==> src/rtl/mini16_uart_pkg.sv <==
// mini16_uart_pkg -- shared definitions for the mini16 UART transmitter.
//   REG_*        : MMIO register addresses (data/status, divisor, overflow clear, reserved)
//   uart_state_e : transmitter FSM state encoding
// Optional feature macro: MINI16_UART_TX_PARITY_EN adds the PARITY state.
package mini16_uart_pkg;

  localparam int REG_DATA = 0;
  localparam int REG_DIV  = 1;
  localparam int REG_CLR  = 2;
  localparam int REG_RSVD = 3;

  // Status word bit positions (read of REG_DATA)
  localparam int STAT_FULL  = 0;
  localparam int STAT_EMPTY = 1;
  localparam int STAT_BUSY  = 2;
  localparam int STAT_OVF   = 3;

  typedef enum logic [2:0] {
    ST_IDLE   = 3'd0,
    ST_START  = 3'd1,
    ST_DATA   = 3'd2,
`ifdef MINI16_UART_TX_PARITY_EN
    ST_PARITY = 3'd3,
`endif
    ST_STOP   = 3'd4
  } uart_state_e;

endpackage

==> src/rtl/mini16_fifo.sv <==
// mini16_fifo -- synchronous FIFO with 2^DEPTH entries and a combinational read port.
//   clk, reset : clock and asynchronous active-high reset (empties the FIFO)
//   push, din  : write request and data; accepted when not full or when popping
//   pop, dout  : read request; dout always shows the head entry
//   full/empty : occupancy flags, derived from pointers with one extra wrap bit
module mini16_fifo #(
  parameter int WIDTH = 8,
  parameter int DEPTH = 4
) (
  input  logic             clk,
  input  logic             reset,
  input  logic             push,
  input  logic [WIDTH-1:0] din,
  input  logic             pop,
  output logic [WIDTH-1:0] dout,
  output logic             full,
  output logic             empty
);

  localparam int ENTRIES = 1 << DEPTH;

  logic [WIDTH-1:0] r_mem [ENTRIES];
  logic [DEPTH:0]   r_wptr;
  logic [DEPTH:0]   r_rptr;
  logic             w_do_push;
  logic             w_do_pop;

  assign empty = (r_wptr == r_rptr);
  // Same slot index but different wrap bit means the writer is a full lap ahead.
  assign full  = (r_wptr[DEPTH] != r_rptr[DEPTH]) &&
                 (r_wptr[DEPTH-1:0] == r_rptr[DEPTH-1:0]);

  // A push into a full FIFO is legal when the head leaves in the same cycle.
  assign w_do_push = push && (!full || pop);
  assign w_do_pop  = pop && !empty;

  assign dout = r_mem[r_rptr[DEPTH-1:0]];

  always_ff @(posedge clk) begin
    if (w_do_push) begin
      r_mem[r_wptr[DEPTH-1:0]] <= din;
    end
  end

  always_ff @(posedge clk or posedge reset) begin
    if (reset) begin
      r_wptr <= '0;
      r_rptr <= '0;
    end else begin
      if (w_do_push) r_wptr <= r_wptr + 1'b1;
      if (w_do_pop)  r_rptr <= r_rptr + 1'b1;
    end
  end

endmodule

==> src/rtl/mini16_uart_tx.sv <==
// mini16_uart_tx -- MMIO-programmed UART transmitter with a TX FIFO.
//   clk, reset      : clock and asynchronous active-high reset
//   w_addr/w_data/we: MMIO write port (0 push byte, 1 divisor, 2 clear overflow)
//   r_addr/r_data   : MMIO read port, registered (0 status, 1 divisor, else 0)
//   txd             : serial output, idle high, 8N1 frames (8E1 with parity)
// Optional feature macro: MINI16_UART_TX_PARITY_EN (even parity bit after data).
module mini16_uart_tx
  import mini16_uart_pkg::*;
#(
  parameter int                 WIDTH_D     = 16,
  parameter int                 DEPTH_A     = 2,
  parameter int                 FIFO_DEPTH  = 4,
  parameter logic [WIDTH_D-1:0] DEFAULT_DIV = 16'd867
) (
  input  logic               clk,
  input  logic               reset,
  input  logic [DEPTH_A-1:0] w_addr,
  input  logic [WIDTH_D-1:0] w_data,
  input  logic               we,
  input  logic [DEPTH_A-1:0] r_addr,
  output logic [WIDTH_D-1:0] r_data,
  output logic               txd
);

  localparam logic [WIDTH_D-1:0] ONE_D = 1;

  logic               w_push_req;
  logic               w_div_we;
  logic               w_clr_we;
  logic               w_ovf_set;
  logic               w_fifo_pop;
  logic               w_fifo_full;
  logic               w_fifo_empty;
  logic [7:0]         w_fifo_dout;
  logic [WIDTH_D-1:0] w_rdata;

  uart_state_e        r_state;
  uart_state_e        w_state_next;
  logic [WIDTH_D-1:0] r_div;
  logic [WIDTH_D-1:0] r_div_lat;
  logic [WIDTH_D-1:0] w_div_lat_next;
  logic [WIDTH_D-1:0] r_cnt;
  logic [WIDTH_D-1:0] w_cnt_next;
  logic [WIDTH_D-1:0] w_cnt_dec;
  logic [7:0]         r_byte;
  logic [7:0]         w_byte_next;
  logic [2:0]         r_bit_idx;
  logic [2:0]         w_bit_idx_next;
  logic [2:0]         w_bit_inc;
  logic               r_txd;
  logic               w_txd_next;
  logic               r_ovf;
  logic               w_bit_done;

  assign w_push_req = we && (w_addr == DEPTH_A'(REG_DATA));
  assign w_div_we   = we && (w_addr == DEPTH_A'(REG_DIV));
  assign w_clr_we   = we && (w_addr == DEPTH_A'(REG_CLR));
  assign w_ovf_set  = w_push_req && w_fifo_full && !w_fifo_pop;

  mini16_fifo #(
    .WIDTH (8),
    .DEPTH (FIFO_DEPTH)
  ) u_fifo (
    .clk   (clk),
    .reset (reset),
    .push  (w_push_req),
    .din   (w_data[7:0]),
    .pop   (w_fifo_pop),
    .dout  (w_fifo_dout),
    .full  (w_fifo_full),
    .empty (w_fifo_empty)
  );

  // A bit lasts divisor+1 clocks: the counter is loaded with the divisor and
  // the bit ends on the cycle it reads zero (divisor 0 gives one clock per bit).
  assign w_bit_done = (r_cnt == '0);
  assign w_cnt_dec  = r_cnt - ONE_D;
  assign w_bit_inc  = r_bit_idx + 3'd1;

  // txd is registered, so each branch computes the level for the state being
  // entered; this puts the start bit on the line two cycles after the push.
  always_comb begin
    w_state_next   = r_state;
    w_cnt_next     = r_cnt;
    w_div_lat_next = r_div_lat;
    w_byte_next    = r_byte;
    w_bit_idx_next = r_bit_idx;
    w_txd_next     = r_txd;
    w_fifo_pop     = 1'b0;
    case (r_state)
      ST_IDLE: begin
        w_txd_next = 1'b1;
        if (!w_fifo_empty) begin
          w_fifo_pop     = 1'b1;
          w_byte_next    = w_fifo_dout;
          // The divisor is captured here so later writes only affect the next frame.
          w_div_lat_next = r_div;
          w_cnt_next     = r_div;
          w_txd_next     = 1'b0;
          w_state_next   = ST_START;
        end
      end
      ST_START: begin
        if (w_bit_done) begin
          w_state_next   = ST_DATA;
          w_bit_idx_next = 3'd0;
          w_cnt_next     = r_div_lat;
          w_txd_next     = r_byte[0];
        end else begin
          w_cnt_next = w_cnt_dec;
        end
      end
      ST_DATA: begin
        if (w_bit_done) begin
          w_cnt_next = r_div_lat;
          if (r_bit_idx == 3'd7) begin
`ifdef MINI16_UART_TX_PARITY_EN
            w_state_next = ST_PARITY;
            w_txd_next   = ^r_byte;
`else
            w_state_next = ST_STOP;
            w_txd_next   = 1'b1;
`endif
          end else begin
            w_bit_idx_next = w_bit_inc;
            w_txd_next     = r_byte[w_bit_inc];
          end
        end else begin
          w_cnt_next = w_cnt_dec;
        end
      end
`ifdef MINI16_UART_TX_PARITY_EN
      ST_PARITY: begin
        if (w_bit_done) begin
          w_state_next = ST_STOP;
          w_cnt_next   = r_div_lat;
          w_txd_next   = 1'b1;
        end else begin
          w_cnt_next = w_cnt_dec;
        end
      end
`endif
      ST_STOP: begin
        if (w_bit_done) begin
          w_state_next = ST_IDLE;
          w_txd_next   = 1'b1;
        end else begin
          w_cnt_next = w_cnt_dec;
        end
      end
      default: begin
        w_state_next = ST_IDLE;
        w_txd_next   = 1'b1;
      end
    endcase
  end

  always_ff @(posedge clk or posedge reset) begin
    if (reset) begin
      r_state   <= ST_IDLE;
      r_cnt     <= '0;
      r_div_lat <= DEFAULT_DIV;
      r_byte    <= '0;
      r_bit_idx <= '0;
      r_txd     <= 1'b1;
    end else begin
      r_state   <= w_state_next;
      r_cnt     <= w_cnt_next;
      r_div_lat <= w_div_lat_next;
      r_byte    <= w_byte_next;
      r_bit_idx <= w_bit_idx_next;
      r_txd     <= w_txd_next;
    end
  end

  always_comb begin
    w_rdata = '0;
    if (r_addr == DEPTH_A'(REG_DATA)) begin
      w_rdata[STAT_FULL]  = w_fifo_full;
      w_rdata[STAT_EMPTY] = w_fifo_empty;
      w_rdata[STAT_BUSY]  = (r_state != ST_IDLE);
      w_rdata[STAT_OVF]   = r_ovf;
    end else if (r_addr == DEPTH_A'(REG_DIV)) begin
      w_rdata = r_div;
    end
  end

  always_ff @(posedge clk or posedge reset) begin
    if (reset) begin
      r_div  <= DEFAULT_DIV;
      r_ovf  <= 1'b0;
      r_data <= '0;
    end else begin
      if (w_div_we) r_div <= w_data;
      // A dropped push wins over a simultaneous clear so no overflow goes unseen.
      if (w_ovf_set)     r_ovf <= 1'b1;
      else if (w_clr_we) r_ovf <= 1'b0;
      r_data <= w_rdata;
    end
  end

  assign txd = r_txd;

endmodule

==> config.mk <==
export PLATFORM = sky130hd
export DESIGN_NAME = mini16_uart_tx
export DESIGN_NICKNAME = d
export VERILOG_FILES = /design/src/rtl/mini16_uart_pkg.sv /design/src/rtl/mini16_fifo.sv /design/src/rtl/mini16_uart_tx.sv
export SDC_FILE = /design/constraint.sdc
export NUM_CORES = 1
export LEC_CHECK = 0
export ABC_AREA = 1
export CAP_MARGIN = 20
export CORE_MARGIN = 5
export CORE_UTILIZATION = 40
export CTS_CLUSTER_DIAMETER = 100
export DETAILED_ROUTE_END_ITERATION = 7
export GPL_TIMING_DRIVEN = 0
export PLACE_DENSITY = 0.53
export SYNTH_ARGS = -nofsm -noshare
export SYNTH_HDL_FRONTEND = slang
export SYNTH_SLANG_ARGS = --single-unit
==> constraint.sdc <==
create_clock -name clk -period 5.9 [get_ports clk]
set_clock_uncertainty 0.2 [all_clocks]
set_input_delay 1.18 -clock clk [delete_from_list [all_inputs] [get_ports clk]]
set_output_delay 1.18 -clock clk [all_outputs]
set_load 0.1 [all_outputs]
### Yosys cells after proc, flatten, opt, wreduce, memory -nomap -nowiden

Memory sizes are Yosys's and may differ from the RTL's. A register that Yosys moved wholly into a read port is not among the register bits.
Cells that the tools add are included.

* add/sub/neg operators: 4
* $mul: 0
* divide/modulo/power cells: 0
* $lt $le $gt $ge: 1
* eq/ne operators: 17
* shift-type cells: 0
* mux-type cells: 30
* bitwise gates (word level): 1
* reductions and logical operators: 26

Operator list (number)
* $mux 16: 4
* $pmux 16 s3: 1
* $mux 3: 7
* $logic_not 16->1: 1
* $sub 16x1->16 const B: 1
* $ne 2x2->1 const B: 7
* $mux 1: 12
* $mux 12: 1
* $pmux 3 s4: 1
* $add 5x1->5 const B: 2
* $logic_and 1x1->1: 8
* $eq 3x3->1 const B: 2
* $pmux 3 s2: 1
* $reduce_and 3->1: 2
* $reduce_bool 3->1: 2
* $eq 5x5->1: 1
* $reduce_and 5->1: 1
* $eq 2x1->1 const B: 2
* $eq 4x4->1: 1
* $logic_not 2->1: 2
* $lt 3x4->1 const B: 1
* $mux 4: 1
* $pmux 1 s4: 1
* $reduce_and 4->1: 1
* 13 further kinds: 16

* register bits after elaboration: 82
* bits in latches: 0
* memory bits (writable): 128
* ROM bits: 0
* input bits: 23
* output and inout port bits: 17
* logic and storage cells: 90
* memories: 1

Memories
* u_fifo.r_mem: depth 16, width 8, rd ports 1, clocked after memory_dff 1, write ports 1, line mini16_fifo.sv:22 `logic [WIDTH-1:0] r_mem [ENTRIES];`

### Longest topological paths before layout

Gate-level depths: netlist of run 1.

* word-level depth: 7
* gate-level depth with buffers: 12
* gate-level depth less buffers: 12

### Hierarchy

A second synthesis of run 1 with hierarchy kept.

* cell total of the unflattened synthesis: 1026
* area, all modules: 9806.9 um^2

Modules (own cells, without submodules)
* mini16_fifo: instances 1, cells an instance 513, area each 5841.9 um^2, seq. area each 4093.9 um^2
* mini16_uart_tx: instances 1, cells an instance 513, area each 3965.1 um^2, seq. area each 2018.2 um^2

### Worst setup path before layout of run 1

OpenSTA, ideal clock, no wires.

* kind: input port to flip-flop
* start point: input w_addr[0]
* end point: memory u_fifo.r_mem[10][0] (enable)
* setup time: 0.383 ns
* arrival time: 2.388 ns
* data required time: 5.317 ns
* setup slack: 2.929 ns
* stages: 6
* buffers on the path: 1
* path through: inv_1 nand2_1 nor2_1 nand2_2 buf_4 nor3_1

* longest elaborated chain between the ends: 5

Ends and longest elaborated chain
* start, declared: line mini16_uart_tx.sv:17 `input logic [DEPTH_A-1:0] w_addr,`
* $logic_not 2->1: line mini16_uart_tx.sv:55 `assign w_push_req = we && (w_addr == DEPTH_A'(REG_DATA));`
* $logic_and 1x1->1: line mini16_uart_tx.sv:55
* $logic_and 1x1->1: line mini16_fifo.sv:34 `assign w_do_push = push && (!full || pop);`
* $mux 1: line mini16_fifo.sv:40 `if (w_do_push) begin`
* $mux 1 (not written as such): line mini16_fifo.sv:41 `r_mem[r_wptr[DEPTH-1:0]] <= din;`
* end, declared: line mini16_fifo.sv:22

Every way passes these cells.

### Worst setup path after layout of run 1

* start point: register r_txd (netlist: txd)
* end point: output txd

RTL lines
* start, declared: line mini16_uart_tx.sv:50 `logic r_txd;`
* start signal, assigned: line mini16_uart_tx.sv:172 `r_txd <= w_txd_next;`
* end, declared: line mini16_uart_tx.sv:22 `output logic txd`

No word-level cell between the ends.

==> results of run 1 <==
## layout by cell type, fill, tap and decap left out, types with 2 or more instances in the layout
cell type,count
nor2_1,161
o21ai_1,4
clkbuf_8,3
nand3b_1,12
nor2_4,2
o211ai_1,17
nor3_2,4
nor2_8,2
nand2_4,4
nand3_2,3
buf_4,8
dfrtp_1,77
nand3_1,52
nor3_1,12
xor2_1,12
clkbuf_16,26
a21oi_1,30
edfxtp_1,128
nand4_1,5
xnor2_1,2
clkdlybuf4s50_1,39
nand2_2,17
nand2_1,187
dfstp_2,13
nor2_2,9
o22ai_1,19
inv_1,73
o31ai_1,2
inv_2,6
buf_6,2
o21ai_0,95
buf_2,20
clkbuf_1,32
ha_1,8
## worst reg2reg max path: stages (launching register included)
cell and delay (ns):
dfrtp_1 0.48, inv_2 0.19, nand2_1 0.07, nand2_1 0.11, nor2_4 0.05, nand2_1 0.09, nor2_2 0.05, nand2_2 0.11
nand2_2 0.10, buf_4 0.20, nor3_1 0.55, buf_4 0.27
## registers in the layout, summed over array words and instances, names as in the netlist
signal and count:
u_fifo.r_mem 128, r_cnt 16, r_data 16, r_div 16, r_div_lat 16, r_byte 8
u_fifo.r_rptr 5, u_fifo.r_wptr 5, r_bit_idx 3, r_state 3, r_ovf 1, txd 1
## cell families (layout without fill, tap and decap cells)
kind of cell	after synthesis	in the layout	share of synthesized area (%)
adder cells (fa/ha/maj)	8	8	1.01
buffers and inverters	120	217	5.20
flip-flops	218	218	61.7
XOR/XNOR	15	15	1.40
AO/OA/AOI/OAI	169	169	9.32
AND/OR/NAND/NOR	474	474	21.4
## worst max-delay path by stage
stage / endpoint / slack [ns] / depth (start not counted)
after CTS: txd / 2.32 / 1
after floorplan: r_bit_idx[0] / 2.21 / 1
after global routing: txd / 2.31 / 1
after global placement: r_data[13] / 0.53 / 2
final: txd / 2.35 / 1
after detailed placement: u_fifo.r_mem[8][5] / 1.98 / 6
## layout make-up
class	instances	area, um^2	area share, %
sequential	218	6110	52.6
multi-input combinational	666	3300	28.4
clock buffer	42	741	6.37
timing repair buffer	51	485	4.17
tap	324	405	3.49
inverter	81	312	2.68
buffer	39	206	1.78
clock inverter	4	62.6	0.538
## report_power, final
part | leakage [nW] | switching [mW] | internal, mW
Sequential | 2.17 | 0.133 | 1.81
Clock | 0.385 | 0.610 | 0.901
Combinational | 2.19 | 0.726 | 0.316
## cell usage after synthesis (4+ instances only)
cell type and count:
a21oi_1 30, buf_2 14, clkbuf_1 19, dfrtp_1 77, dfstp_2 13, edfxtp_1 128
ha_1 8, inv_1 74, inv_2 6, nand2_1 187, nand2_2 17, nand2_4 4
nand3_1 52, nand3b_1 12, nand4_1 5, nor2_1 161, nor2_2 9, nor3_1 16
o211ai_1 17, o21ai_0 95, o21ai_1 4, o22ai_1 19, xor2_1 12
## per-layer routing
| layer | track usage (%) | wire, um | vias up |
|---|---|---|---|
| li1 | - | - | 3546 |
| met1 | 27.0 | 12500 | 3496 |
| met2 | 30.2 | 12400 | 139 |
| met3 | 3.63 | 1250 | 37 |
| met4 | 4.20 | 558 | 0 |
| met5 | 0 | 0 | - |
## stage by stage
stage / hold slack (ns) / area, um^2 / setup WS, ns / std cells / utilization (%)
floorplan: 0.244 / 9910 / 2.21 / 1004 / -
global placement: 0.261 / 10700 / 0.526 / 1367 / 43.9
detailed placement: 0.268 / 10800 / 1.98 / 1377 / 44.3
CTS: 0.283 / 11600 / 2.32 / 1423 / 47.6
global route: 0.318 / 11600 / 2.31 / 1425 / 47.7
finish: 0.283 / 11600 / 2.35 / 1425 / 47.7
==> flow_metrics.env, run 1 <==
export IMPL_outcome="complete, no violations"
export IMPL_coreArea_um2=24400
export IMPL_antennaDiodeCount=0
export IMPL_num_io_pins=40
export IMPL_crit_chain="clkdlybuf4s50_1"
export IMPL_path_max_fanout=2
export IMPL_drt_total_wl_mm=26.7
export IMPL_synth_nets=1035
export IMPL_maxCapViolations=0
export IMPL_avgRoutedWirePerCell_um=18.7
export IMPL_netlist_instances=1004
export IMPL_netlist_area_leader_share_pct=38.8
export IMPL_areaGrowthSynthToFinish_pct=17.3
export IMPL_crit_type="reg2out"
export IMPL_yosys_warnings=0
export IMPL_rsz0062_at_grt="false"
export IMPL_drt_iter0_markers=560
export IMPL_crit_start="txd"
export IMPL_reg2regPathDepth=11
export IMPL_dr_total_vias=7218
export IMPL_hold_path_class="reg2reg"
export IMPL_clk_pin_slew_ns=0.06
export IMPL_fin_total_pwr_mw=4.49
export IMPL_ir_worst_vdd_mv=0.263
export IMPL_syn_area_per_cell_um2=9.87
export IMPL_grt_pass1_wl_mm=41.4
export IMPL_synth_edff_count=128
export IMPL_fmax_mhz=282
export IMPL_power_density_nw_per_um2=386
export IMPL_cp_slowest_stage_delay_ns=1.12
export IMPL_dp_hpwl_mm=18.8
export IMPL_cts_inserted_buffers=25
export IMPL_slowest_stage="clkdlybuf4s50_1"
export IMPL_maxSlewViolCount=0
export IMPL_min_to="r_div_lat[2]"
export IMPL_grt_pass1_vias=6991
export IMPL_yosys_area_top_type="edfxtp_1"
export IMPL_synthFlopType="edfxtp_1"
export IMPL_drive_above_1_share_pct=11.9
export IMPL_ys_async_sr_fraction_pct=41.3
export IMPL_ys_seq_area_share_pct=61.7
export IMPL_cts_tree="done"
export IMPL_clk_latency_ns=0.54
export IMPL_r2r_end="u_fifo.r_mem[10][4]"
export IMPL_start_kind="flip-flop"
export IMPL_p_leak_nw=4.75
export IMPL_ctsResizeCount=0
export IMPL_netlist_top_cells_area="edfxtp_1, dfrtp_1, nand2_1, nor2_1, o21ai_0"
export IMPL_clock_path_buffers=3
export IMPL_yosysUniqueCellTypes=39
export IMPL_routed_via_density=5.07
export IMPL_setup_viol=0
export IMPL_start_util_pct=40.6
export IMPL_ctsHoldBuffers=0
export IMPL_rows=57
export IMPL_layout_nets=1113
export IMPL_cp_arrival_ns=2.17
export IMPL_die_area_um2=28000
export IMPL_die_x_um=167
export IMPL_dr_pass1_iters=4
export IMPL_drc=0
export IMPL_crit_family="buffers and inverters"
export IMPL_period_share_pct=60.2
export IMPL_hold_path_depth=2
export IMPL_cts_sinks=218
export IMPL_netlist_area_um2=9910
export IMPL_fill_cells=2322
export IMPL_hold_viol=0
export IMPL_r2r_setup_slack_ns=3.13
export IMPL_port_buffers=39
export IMPL_gp_congestion=0.836
export IMPL_hp_start="r_div_lat[2]"
export IMPL_chipHeight_um=167
export IMPL_tns_ns=0
export IMPL_period_needed_ns=3.55
export IMPL_antenna_found_initial=0
export IMPL_max_slew_margin_pct=33.0
export IMPL_path_buf_inv=1
export IMPL_cts_root_buf="clkbuf_16"
export IMPL_synth_seq_cells=218
export IMPL_ant_nets=0
export IMPL_gr_usage_all_layers_pct=18.9
export IMPL_timing_rr_start="u_fifo.r_rptr[1]"
export IMPL_post_cts_setup_buffers=0
export IMPL_worst_pin_slew_ns=1.00
export IMPL_htree_num_levels=1
export IMPL_worstPathRequired_ns=4.52
export IMPL_endpoint_kind="output port"
export IMPL_grt_start_max_net_pins=55
export IMPL_grt_ovfl_total=0
No activity file was read; power rests on OpenSTA's default activity.
==> run 2, diff against run 1 <==
--- a/config.mk
+++ b/config.mk
@@ -12,7 +12,7 @@
 export CTS_CLUSTER_DIAMETER = 100
 export DETAILED_ROUTE_END_ITERATION = 7
 export GPL_TIMING_DRIVEN = 0
-export PLACE_DENSITY = 0.53
+export PLACE_DENSITY = 0.55
 export SYNTH_ARGS = -nofsm -noshare
 export SYNTH_HDL_FRONTEND = slang
 export SYNTH_SLANG_ARGS = --single-unit
==> constraint.sdc (replaced) <==
create_clock -name clk -period 3.1 [get_ports clk]
set_clock_uncertainty 0.2 [all_clocks]
set_input_delay 0.62 -clock clk [delete_from_list [all_inputs] [get_ports clk]]
set_output_delay 0.62 -clock clk [all_outputs]
set_load 0.1 [all_outputs]
==> run 2 against run 1 <==
Against the previous run: global-route usage fell by 0.66 points; critical path depth did not move; flip-flop and latch count is the same; die area unchanged; power increased by 88%; count of clock-buffer cells in the layout is 11 lower; worst setup slack got worse by 2.3 ns; critical endpoint unchanged; design area barely moved; hold slack lost 0.043 ns; clock power grew 89%; highest routed layer unchanged; combinational power grew 81%; largest cell class unchanged.
==> flow_metrics.env, run 2 (synthesis gave the netlist of run 1 again) <==
export IMPL_final_common_cell="nand2_1"
export IMPL_avgRoutedWirePerCell_um=18.1
export IMPL_worst_pin_slew_ns=0.984
export IMPL_rows=57
export IMPL_antennaDiodeCount=0
export IMPL_clk_latency_ns=0.53
export IMPL_drive_above_1_share_pct=12.3
export IMPL_r2r_setup_slack_ns=0.17
export IMPL_htree_num_levels=1
export IMPL_crit_start="txd"
export IMPL_post_cts_setup_buffers=0
export IMPL_grt_ovfl_total=0
export IMPL_start_kind="flip-flop"
export IMPL_start_util_pct=40.6
export IMPL_grt_start_max_net_pins=43
export IMPL_outcome="complete, no violations"
export IMPL_gr_usage_all_layers_pct=18.2
export IMPL_ctsResizeCount=0
export IMPL_grt_pass1_vias=6885
export IMPL_areaGrowthSynthToFinish_pct=17.4
export IMPL_internal_power_mw=5.71
export IMPL_p_leak_nw=4.76
export IMPL_crit_cells=1
export IMPL_die_x_um=167
export IMPL_crit_family="buffers and inverters"
export IMPL_cts_sinks=218
export IMPL_max_slew_margin_pct=34.2
export IMPL_mostFrequentLayoutCells="nand2_1, nor2_1, edfxtp_1, o21ai_0, dfrtp_1"
export IMPL_hold_path_class="in2async"
export IMPL_worstPathRequired_ns=2.28
export IMPL_slowest_stage="clkdlybuf4s50_1"
export IMPL_dp_hpwl_mm=18.4
export IMPL_crit_type="reg2out"
export IMPL_num_io_pins=40
export IMPL_die_area_um2=28000
export IMPL_cts_root_buf="clkbuf_16"
export IMPL_maxSlewViolCount=0
export IMPL_fmax_mhz=332
export IMPL_cts_inserted_buffers=25
export IMPL_r2r_end="u_fifo.r_mem[11][1]"
export IMPL_routed_via_density=5.01
export IMPL_ir_worst_vdd_mv=0.594
export IMPL_worst_slack_ns=0.0917
export IMPL_clock_path_buffers=3
export IMPL_clk_pin_slew_ns=0.06
export IMPL_reg2regPathDepth=11
export IMPL_maxCapViolations=0
export IMPL_antenna_found_initial=0
export IMPL_coreArea_um2=24400
export IMPL_cp_endpoint="txd"
export IMPL_drt_iter0_markers=582
export IMPL_dr_pass1_iters=5
export IMPL_fin_area_um2=11600
export IMPL_pre_cts_ws_ns=-0.241
export IMPL_drc=0
export IMPL_crit_chain="clkdlybuf4s50_1"
export IMPL_seq_power_share_pct=43.7
export IMPL_holdWs_ns=0.240
export IMPL_ant_nets=0
export IMPL_gp_congestion=0.872
export IMPL_period_share_pct=97.0
export IMPL_port_buffers=39
export IMPL_hold_viol=0
export IMPL_rsz0062_at_grt="false"
export IMPL_largest_register_ffs=128
export IMPL_drt_total_wl_mm=25.9
export IMPL_layout_nets=1117
export IMPL_power_switching_mw=2.72
export IMPL_fill_cells=2367
export IMPL_path_max_fanout=2
export IMPL_ctsHoldBuffers=0
export IMPL_dr_total_vias=7160
export IMPL_endpoint_kind="output port"
export IMPL_postPlaceCellArea_um2=10800
export IMPL_timing_rr_start="u_fifo.r_rptr[1]"
export IMPL_path_buf_inv=1
export IMPL_clkPwrFrac_pct=33.9
export IMPL_period_needed_ns=3.01
export IMPL_setup_viol=0
export IMPL_p_comb_share_pct=22.3
export IMPL_power_density_nw_per_um2=725
export IMPL_cp_slowest_stage_delay_ns=1.13
export IMPL_grt_pass1_wl_mm=40.5
export IMPL_switching_share_pct=32.3
export IMPL_cp_arrival_ns=2.19
export IMPL_fin_total_pwr_mw=8.43
export IMPL_cts_tree="done"
export IMPL_chipHeight_um=167
[run 2: metrics by stage]
stage	TNS, ns	instances	utilization [%]
after floorplan	0	1004	-
after global placement	-48.97	1367	43.9
after detailed placement	-3.82	1383	44.4
after CTS	0	1429	47.7
after global routing	0	1429	47.7
final	0	1429	47.7
[run 2: power by group through the flow]
stage          clock network, mW  logic (mW)  registers (mW)
3_5_place_dp                   0        1.90            3.74
3_3_place_gp                   0        1.87            3.73
4_1_cts                     2.92        1.91            3.69
6_report                    2.86        1.88            3.69
5_1_grt                     3.05        2.12            3.73
2_1_floorplan                  0        1.22            3.78
[run 2: how the worst min path moves through the flow]
stage	startpoint	to	slack, ns	depth (start not counted)
2_1_floorplan	r_div_lat[12]	r_div_lat[12]	0.24	2
3_3_place_gp	r_div_lat[2]	r_div_lat[2]	0.26	2
3_5_place_dp	r_div_lat[2]	r_div_lat[2]	0.27	2
4_1_cts	reset	r_cnt[12]	0.24	2
5_1_grt	reset	r_data[4]	0.28	2
6_report	reset	r_data[4]	0.24	2
[run 2: final cells by class]
| cell class | count | area, um^2 | share of cell area [%] |
|---|---|---|---|
| sequential | 218 | 6110 | 52.5 |
| multi-input combinational | 666 | 3290 | 28.3 |
| clock buffer | 31 | 648 | 5.57 |
| timing repair buffer | 55 | 513 | 4.41 |
| tap | 324 | 405 | 3.48 |
| inverter | 81 | 313 | 2.69 |
| buffer | 39 | 206 | 1.77 |
| clock inverter | 15 | 149 | 1.28 |
[run 2: layer usage]
layer | GRT usage, % | routed length (um) | vias to the layer above
met2 | 29.5 | 12200 | 132
li1 | - | - | 3557
met1 | 26.3 | 12000 | 3429
met5 | 0 | 0 | -
met4 | 4.62 | 642 | 0
met3 | 2.29 | 1010 | 42
